`config.mk`:
```
export PLATFORM = sky130hd
export DESIGN_NAME = bin_blob_locator_flat
export DESIGN_NICKNAME = d
export VERILOG_FILES = /design/src/rtl/bin_blob_locator_if.sv /design/src/rtl/bin_blob_locator.sv /design/src/flat_wrapper.sv
export SDC_FILE = /design/constraint.sdc
export NUM_CORES = 1
export LEC_CHECK = 0
export CORE_ASPECT_RATIO = 1.4
export CORE_MARGIN = 3
export CORE_UTILIZATION = 50
export CTS_BUF_LIST = sky130_fd_sc_hd__clkbuf_4 sky130_fd_sc_hd__clkbuf_8
export CTS_CLUSTER_SIZE = 16
export DETAILED_ROUTE_END_ITERATION = 8
export PLACE_DENSITY_LB_ADDON = 0.08
export SLEW_MARGIN = 40
export SYNTH_ARGS = -nofsm -noshare
export SYNTH_HDL_FRONTEND = slang
export SYNTH_SLANG_ARGS = --single-unit
```
`constraint.sdc`:
```
create_clock -name clk -period 13.05 [get_ports clk]
set_clock_uncertainty 0.2 [all_clocks]
set_input_delay 2.61 -clock clk [delete_from_list [all_inputs] [get_ports clk]]
set_output_delay 2.61 -clock clk [all_outputs]
set_load 0.03 [all_outputs]
```
`src/rtl/bin_blob_locator_if.sv`:
```
// Mask-stream input and per-frame result record of the blob locator.
interface bin_blob_locator_if #(
   parameter int X_W   = 10,
   parameter int CNT_W = 19
);
   logic             din_sop;
   logic             din_eop;
   logic             din_vld;
   logic             din;
   logic             res_vld;
   logic             found;
   logic [X_W-1:0]   cx;
   logic [X_W-1:0]   cy;
   logic [X_W-1:0]   x_min;
   logic [X_W-1:0]   x_max;
   logic [X_W-1:0]   y_min;
   logic [X_W-1:0]   y_max;
   logic [CNT_W-1:0] pix_cnt;
   logic             frame_drop;

   modport master (
      output din_sop, din_eop, din_vld, din,
      input  res_vld, found, cx, cy, x_min, x_max, y_min, y_max, pix_cnt, frame_drop
   );

   modport slave (
      input  din_sop, din_eop, din_vld, din,
      output res_vld, found, cx, cy, x_min, x_max, y_min, y_max, pix_cnt, frame_drop
   );
endinterface

```
`src/rtl/bin_blob_locator.sv`:
```
// Per-frame mask statistics (count, coordinate sums, bounding box) and a
// serial restoring divider that turns the sums into a centroid.
//
// state | meaning
// IDLE  | waiting for an accepted end of frame
// DIV_X | one quotient bit of sum_x / cnt per cycle
// DIV_Y | one quotient bit of sum_y / cnt per cycle
// DONE  | result record presented, res_vld high for this cycle
module bin_blob_locator #(
   parameter int H_ACT   = 640,
   parameter int V_ACT   = 480,
   parameter int X_W     = 10,
   parameter int CNT_W   = 19,
   parameter int SUM_W   = 29,
   parameter int MIN_PIX = 64
) (
   input  logic              clk,
   input  logic              rst,
   bin_blob_locator_if.slave bus
);
   typedef enum logic [1:0] {IDLE, DIV_X, DIV_Y, DONE} state_t;
   localparam int BC_W = $clog2(SUM_W);

   state_t             state_q, state_d;
   logic [X_W-1:0]     x_q, y_q, x_cur, y_cur;
   logic [CNT_W-1:0]   cnt_q, cnt_d;
   logic [SUM_W-1:0]   sx_q, sx_d, sy_q, sy_d;
   logic [X_W-1:0]     xmn_q, xmn_d, xmx_q, xmx_d, ymn_q, ymn_d, ymx_q, ymx_d;
   logic [CNT_W-1:0]   snap_cnt_q;
   logic [SUM_W-1:0]   snap_sy_q;
   logic [X_W-1:0]     snap_xmn_q, snap_xmx_q, snap_ymn_q, snap_ymx_q;
   logic [SUM_W-1:0]   dvd_q, dvd_d, step_dvd;
   logic [CNT_W-1:0]   rem_q, rem_d, step_rem;
   logic [CNT_W:0]     rem_sh;
   logic               ge;
   logic [BC_W-1:0]    bc_q, bc_d;
   logic [X_W-1:0]     qx_q;
   logic               qx_ld, res_ld, res_vld;
   logic               accept, drop, found_w;
   logic               found_q, drop_q;
   logic [X_W-1:0]     cx_q, cy_q, xmn_o_q, xmx_o_q, ymn_o_q, ymx_o_q;
   logic [CNT_W-1:0]   pix_cnt_q;

   // An end of frame is only taken while the divider is free; otherwise dropped.
   assign accept  = bus.din_vld & bus.din_eop & (state_q == IDLE);
   assign drop    = bus.din_vld & bus.din_eop & (state_q != IDLE);
   assign found_w = snap_cnt_q >= CNT_W'(MIN_PIX);

   // Coordinate of the current beat: sop restarts at origin, x wraps, y saturates.
   always_comb begin
      x_cur = '0;
      y_cur = '0;
      if (!bus.din_sop) begin
         if (x_q == X_W'(H_ACT - 1)) begin
            x_cur = '0;
            y_cur = (y_q == X_W'(V_ACT - 1)) ? y_q : y_q + 1'b1;
         end else begin
            x_cur = x_q + 1'b1;
            y_cur = y_q;
         end
      end
   end

   // Accumulator next values; a sop beat clears first, then adds its own pixel.
   always_comb begin
      cnt_d = bus.din_sop ? '0 : cnt_q;
      sx_d  = bus.din_sop ? '0 : sx_q;
      sy_d  = bus.din_sop ? '0 : sy_q;
      xmn_d = bus.din_sop ? '1 : xmn_q;
      xmx_d = bus.din_sop ? '0 : xmx_q;
      ymn_d = bus.din_sop ? '1 : ymn_q;
      ymx_d = bus.din_sop ? '0 : ymx_q;
      if (bus.din) begin
         cnt_d = cnt_d + 1'b1;
         sx_d  = sx_d + SUM_W'(x_cur);
         sy_d  = sy_d + SUM_W'(y_cur);
         if (x_cur < xmn_d) xmn_d = x_cur;
         if (x_cur > xmx_d) xmx_d = x_cur;
         if (y_cur < ymn_d) ymn_d = y_cur;
         if (y_cur > ymx_d) ymx_d = y_cur;
      end
   end

   // Coordinate counters and accumulators advance only on valid beats.
   always_ff @(posedge clk or posedge rst) begin
      if (rst) begin
         x_q   <= '0;
         y_q   <= '0;
         cnt_q <= '0;
         sx_q  <= '0;
         sy_q  <= '0;
         xmn_q <= '1;
         xmx_q <= '0;
         ymn_q <= '1;
         ymx_q <= '0;
      end else if (bus.din_vld) begin
         x_q   <= x_cur;
         y_q   <= y_cur;
         cnt_q <= cnt_d;
         sx_q  <= sx_d;
         sy_q  <= sy_d;
         xmn_q <= xmn_d;
         xmx_q <= xmx_d;
         ymn_q <= ymn_d;
         ymx_q <= ymx_d;
      end
   end

   // Snapshot of the finished frame, so accumulation of the next one can proceed.
   always_ff @(posedge clk or posedge rst) begin
      if (rst) begin
         snap_cnt_q <= '0;
         snap_sy_q  <= '0;
         snap_xmn_q <= '0;
         snap_xmx_q <= '0;
         snap_ymn_q <= '0;
         snap_ymx_q <= '0;
      end else if (accept) begin
         snap_cnt_q <= cnt_d;
         snap_sy_q  <= sy_d;
         snap_xmn_q <= xmn_d;
         snap_xmx_q <= xmx_d;
         snap_ymn_q <= ymn_d;
         snap_ymx_q <= ymx_d;
      end
   end

   // One restoring-division step; a zero divisor yields all-ones, never X.
   always_comb begin
      rem_sh   = {rem_q, dvd_q[SUM_W-1]};
      ge       = rem_sh >= {1'b0, snap_cnt_q};
      step_rem = ge ? (rem_sh[CNT_W-1:0] - snap_cnt_q) : rem_sh[CNT_W-1:0];
      step_dvd = {dvd_q[SUM_W-2:0], ge};
   end

   // Divider sequencing: next state, datapath loads and the result strobe.
   always_comb begin
      state_d = state_q;
      dvd_d   = dvd_q;
      rem_d   = rem_q;
      bc_d    = bc_q;
      qx_ld   = 1'b0;
      res_ld  = 1'b0;
      res_vld = 1'b0;
      case (state_q)
         IDLE: begin
            if (accept) begin
               state_d = DIV_X;
               dvd_d   = sx_d;
               rem_d   = '0;
               bc_d    = BC_W'(SUM_W - 1);
            end
         end
         DIV_X: begin
            dvd_d = step_dvd;
            rem_d = step_rem;
            bc_d  = bc_q - 1'b1;
            if (bc_q == '0) begin
               state_d = DIV_Y;
               qx_ld   = 1'b1;
               dvd_d   = snap_sy_q;
               rem_d   = '0;
               bc_d    = BC_W'(SUM_W - 1);
            end
         end
         DIV_Y: begin
            dvd_d = step_dvd;
            rem_d = step_rem;
            bc_d  = bc_q - 1'b1;
            if (bc_q == '0) begin
               state_d = DONE;
               res_ld  = 1'b1;
            end
         end
         DONE: begin
            res_vld = 1'b1;
            state_d = IDLE;
         end
         default: state_d = IDLE;
      endcase
   end

   // FSM and divider registers.
   always_ff @(posedge clk or posedge rst) begin
      if (rst) begin
         state_q <= IDLE;
         dvd_q   <= '0;
         rem_q   <= '0;
         bc_q    <= '0;
         qx_q    <= '0;
      end else begin
         state_q <= state_d;
         dvd_q   <= dvd_d;
         rem_q   <= rem_d;
         bc_q    <= bc_d;
         if (qx_ld) qx_q <= step_dvd[X_W-1:0];
      end
   end

   // Result record, held between pulses; forced to zero below the pixel threshold.
   always_ff @(posedge clk or posedge rst) begin
      if (rst) begin
         found_q   <= 1'b0;
         cx_q      <= '0;
         cy_q      <= '0;
         xmn_o_q   <= '0;
         xmx_o_q   <= '0;
         ymn_o_q   <= '0;
         ymx_o_q   <= '0;
         pix_cnt_q <= '0;
         drop_q    <= 1'b0;
      end else begin
         drop_q <= drop;
         if (res_ld) begin
            found_q   <= found_w;
            pix_cnt_q <= snap_cnt_q;
            cx_q      <= found_w ? qx_q : '0;
            cy_q      <= found_w ? step_dvd[X_W-1:0] : '0;
            xmn_o_q   <= found_w ? snap_xmn_q : '0;
            xmx_o_q   <= found_w ? snap_xmx_q : '0;
            ymn_o_q   <= found_w ? snap_ymn_q : '0;
            ymx_o_q   <= found_w ? snap_ymx_q : '0;
         end
      end
   end

   assign bus.res_vld    = res_vld;
   assign bus.found      = found_q;
   assign bus.cx         = cx_q;
   assign bus.cy         = cy_q;
   assign bus.x_min      = xmn_o_q;
   assign bus.x_max      = xmx_o_q;
   assign bus.y_min      = ymn_o_q;
   assign bus.y_max      = ymx_o_q;
   assign bus.pix_cnt    = pix_cnt_q;
   assign bus.frame_drop = drop_q;
endmodule

```
`src/flat_wrapper.sv`:
```
// flat-port wrapper written by rule: the top's interface ports become plain ports
module bin_blob_locator_flat 
#(
   parameter int H_ACT   = 640,
   parameter int V_ACT   = 480,
   parameter int X_W     = 10,
   parameter int CNT_W   = 19,
   parameter int SUM_W   = 29,
   parameter int MIN_PIX = 64
)
  (clk, rst, bus_din_sop, bus_din_eop, bus_din_vld, bus_din, bus_res_vld, bus_found, bus_cx, bus_cy, bus_x_min, bus_x_max, bus_y_min, bus_y_max, bus_pix_cnt, bus_frame_drop);
  bin_blob_locator_if #(.X_W(X_W), .CNT_W(CNT_W)) bus_i ();
  input  logic clk;
  input  logic rst;
  input wire logic [$bits(bus_i.din_sop)-1:0] bus_din_sop;
  input wire logic [$bits(bus_i.din_eop)-1:0] bus_din_eop;
  input wire logic [$bits(bus_i.din_vld)-1:0] bus_din_vld;
  input wire logic [$bits(bus_i.din)-1:0] bus_din;
  output wire logic [$bits(bus_i.res_vld)-1:0] bus_res_vld;
  output wire logic [$bits(bus_i.found)-1:0] bus_found;
  output wire logic [$bits(bus_i.cx)-1:0] bus_cx;
  output wire logic [$bits(bus_i.cy)-1:0] bus_cy;
  output wire logic [$bits(bus_i.x_min)-1:0] bus_x_min;
  output wire logic [$bits(bus_i.x_max)-1:0] bus_x_max;
  output wire logic [$bits(bus_i.y_min)-1:0] bus_y_min;
  output wire logic [$bits(bus_i.y_max)-1:0] bus_y_max;
  output wire logic [$bits(bus_i.pix_cnt)-1:0] bus_pix_cnt;
  output wire logic [$bits(bus_i.frame_drop)-1:0] bus_frame_drop;
  assign bus_i.din_sop = bus_din_sop;
  assign bus_i.din_eop = bus_din_eop;
  assign bus_i.din_vld = bus_din_vld;
  assign bus_i.din = bus_din;
  assign bus_res_vld = bus_i.res_vld;
  assign bus_found = bus_i.found;
  assign bus_cx = bus_i.cx;
  assign bus_cy = bus_i.cy;
  assign bus_x_min = bus_i.x_min;
  assign bus_x_max = bus_i.x_max;
  assign bus_y_min = bus_i.y_min;
  assign bus_y_max = bus_i.y_max;
  assign bus_pix_cnt = bus_i.pix_cnt;
  assign bus_frame_drop = bus_i.frame_drop;
  bin_blob_locator #(.H_ACT(H_ACT), .V_ACT(V_ACT), .X_W(X_W), .CNT_W(CNT_W), .SUM_W(SUM_W), .MIN_PIX(MIN_PIX)) u_core (.clk(clk), .rst(rst), .bus(bus_i));
endmodule
```
==> flow_summary.json <==
{
  "syn_area_um2": 20800,
  "end_kind": "flop",
  "hold_start": "u_core.xmn_q[4]",
  "vias": 16900,
  "maxCapViolCount": 0,
  "fin_hold_ws_ns": 0.275,
  "slowest_delay_ns": 0.75,
  "hold_path.class": "reg -> reg",
  "r2r-end": "u_core.ymx_q[1]",
  "synth_top_area_share_pct": 42.3,
  "crit_path_top_delay_cell": "buf_4",
  "dr.pass1.iters": 5,
  "status": "completed",
  "startpoint": "bus_din_sop",
  "numCtsBuffers": 59,
  "p_int_w": 0.00268,
  "grtUsageTotal_pct": 25.0,
  "critPathTopFamily": "buffers and inverters",
  "clk_latency_ns": 0.64,
  "finalCritPeriodShare_pct": 49.8,
  "postCtsHoldBufs": 0,
  "path_class": "in -> reg",
  "pwr-share-comb_pct": 37.0,
  "final_core_util_pct": 57.8,
  "vias_per_cell": 6.05,
  "ys_seq_area_share_pct": 44.8,
  "hpwl_mm": 36.8,
  "dr.first_iter.drc_count": 1031,
  "synth-main-ff-cell": "dfrtp_1",
  "drc": 0,
  "detail_route.wirelength_mm": 54.7,
  "grt_pass1_vias": 16800,
  "clk_pin_slew_worst_paths_ns": 0.06,
  "synth_nets": 2263,
  "sw_frac_of_total_pct": 37.9,
  "ant_nets": 0,
  "cp_num_buf_inv": 2,
  "clock-root-buffer": "clkbuf_8",
  "final_layout_size_suffix_gt1_share_pct": 11.2,
  "synth_cell_types": 93,
  "grt_max_degree": 103,
  "core-area_um2": 40700,
  "hold_end": "u_core.xmn_q[4]",
  "cp_cell_sequence": "buf_4, buf_4, nor2_1, ha_1, fa_1, nand3_1, nand2_1, maj3_1, a21oi_2, o22ai_1, mux2_2, a21oi_1",
  "p_leak_nw": 10.5,
  "fmax_ghz": 0.154,
  "crit_arrival_ns": 6.84,
  "switchingPower_w": 0.00163,
  "postCtsSetupRepairBufs": 0,
  "power_density_nw_per_um2": 183,
  "async_flop_share_pct": 100,
  "wl_per_cell_um": 19.5,
  "clock_tree.buffer_depth": 3,
  "cp.required_ns": 13.39,
  "syn_area_per_cell_um2": 9.56,
  "synth_top_area_cell": "dfrtp_1",
  "final_common_cell": "dfrtp_1",
  "dieHeight_um": 247,
  "synth_edf_count": 0,
  "num_rows": 87,
  "syn_inst": 2174,
  "power_frac_clock_pct": 26.5,
  "slew_headroom_pct": 44.5,
  "fill_cells": 3628,
  "setup_tns_ns": 0,
  "setup_viol": 0,
  "cts_resized": 0,
  "r2r_start": "u_core.x_q[0]",
  "yosys_warnings": 0,
  "io_buffer_count": 87,
  "seqPwrFrac_pct": 36.4,
  "antenna_found_initial": 1,
  "whs_path_depth": 2,
  "area_growth_pct": 13.3,
  "h-tree-depth": 2,
  "die_w_um": 178,
  "grt-ovfl-total": 0,
  "layout_common_cells": "351 x dfrtp_1, 290 x nand2_1, 144 x o21ai_0, 144 x nor2_1, 84 x clkdlybuf4s50_1",
  "crit_fanout": 75,
  "hold_viol": 0,
  "place_congestion": 0.883,
  "r2r_slack_ns": 7.89,
  "grt_pass1_wl_mm": 89.4,
  "synth-seq-cells": 371,
  "grt_setup_unrepaired": "no",
  "period_needed_ns": 6.50,
  "fin_nets": 2307,
  "worstMarginPinSlew_ns": 0.832,
  "cts_sinks": 371,
  "reg2reg_depth": 14,
  "start_util_pct": 51.0,
  "critPathMostFrequentCell": "buf_4",
  "slew_violations": 0,
  "dieArea_um2": 44100,
  "synthTopCellsByArea": "dfrtp_1 42%, nand2_1 5.3%, ha_1 4.8%, o21ai_0 3.5%, a22o_1 3.2%",
  "cts_tree": "yes",
  "irDropWorstVdd_mv": 0.162,
  "worstSetupStartpointType": "input port",
  "top_level_ports": 88
}
-- area by class of cell --
| type | instances | area [um2] | area share [%] |
|---|---|---|---|
| Clock buffer | 81 | 1060 | 4.52 |
| Antenna cell | 1 | 2.50 | 0.0106 |
| Sequential cell | 371 | 9310 | 39.6 |
| Inverter | 84 | 319 | 1.36 |
| Tap cell | 534 | 668 | 2.84 |
| Multi-Input combinational cell | 1586 | 10700 | 45.3 |
| Timing Repair Buffer | 116 | 1180 | 5.04 |
| Clock inverter | 29 | 315 | 1.34 |
-- power groups by stage --
stage | registers (W) | logic [W] | clock network (W)
3_3_place_gp | 0.00158 | 0.00157 | 0
6_report | 0.00157 | 0.00160 | 0.00115
5_1_grt | 0.00160 | 0.00175 | 0.00122
3_5_place_dp | 0.00159 | 0.00159 | 0
4_1_cts | 0.00157 | 0.00160 | 0.00118
2_1_floorplan | 0.00163 | 0.00108 | 0
-- metrics by stage --
step	instances	setup WS, ns	area (um2)	power [W]
floorplan	2174	5.28	20800	0.00270
global placement	2687	6.04	22000	0.00315
detailed placement	2690	5.96	22100	0.00318
global route	2802	6.33	23500	0.00458
finish	2802	6.55	23500	0.00431
CTS	2800	6.65	23500	0.00435
-- worst max-delay path by stage --
stage / to / cells past startpoint / slack (ns)
after global placement: u_core.ymn_q[6] / 9 / 6.04
after floorplan: u_core.bc_q[0] / 1 / 5.28
final: u_core.sy_q[10] / 12 / 6.55
after CTS: u_core.sy_q[10] / 12 / 6.65
after detailed placement: u_core.sy_q[10] / 12 / 5.96
after global routing: u_core.sx_q[26] / 13 / 6.33
-- cell families (layout without fill, tap and decap cells) --
| group | Yosys count | after routing | share of synthesized area [%] |
|---|---|---|---|
| buffers and inverters | 217 | 310 | 4.19 |
| AO/OA/AOI/OAI | 584 | 584 | 20.1 |
| XOR/XNOR | 76 | 76 | 3.29 |
| AND/OR/NAND/NOR | 740 | 740 | 17.3 |
| multiplexers | 99 | 99 | 5.02 |
| other | 0 | 1 | 0 |
| flip-flops | 371 | 371 | 44.8 |
| adder cells (fa/ha/maj) | 87 | 87 | 5.31 |
-- flip-flops by register name, indices dropped and copies added, names as in the netlist, 19 cells and up --
register,count
u_core.rem_q,19
u_core.sy_q,29
u_core.bus.pix_cnt,19
u_core.dvd_q,29
u_core.cnt_q,19
u_core.snap_sy_q,29
u_core.sx_q,29
u_core.snap_cnt_q,19
-- worst register-to-register path, stage by stage (launching register included) --
cell and delay (ns):
dfrtp_1 0.47, ha_1 0.32, nand2_1 0.20, nor4_4 0.44
nand3_1 0.24, or3_1 0.39, a21oi_1 0.68, ha_1 0.27
and4_1 0.24, nand2_1 0.09, a21oi_1 0.10, o21ai_0 0.17
a211oi_4 0.74, o21ai_2 0.24, a32o_1 0.26
-- Yosys cell counts, drive strengths merged, types with 9 or more instances --
master	number
nor4	12
o21ai	152
o311ai	12
clkbuf	100
a32o	10
o31ai	30
nand2	297
buf	33
and3	28
nand3	60
a221o	32
xor2	22
dfstp	20
o211ai	9
o21a	11
o22ai	12
and2	22
a22o	77
inv	84
a22oi	10
a21oi	78
nor2b	48
o2bb2ai	21
a221oi	11
mux2i	60
a31oi	19
xnor2	53
a211oi	11
a21o	32
ha	80
nor3	28
o22a	13
dfrtp	351
mux2	39
nor2	145
nand4	24
or3	24
-- layer usage --
layer  share of wire (%)  vias up  routed length (um)  track usage, %
met3                 4.7      116                2590            3.41
met1                  42     8400               23200            31.9
met4                 3.5        0                1890            9.43
met2                  49      442               27000            43.2
li1                    -     7989                   -               -
met5                   0        -                   0               0
(Power assumes the default switching activity.)
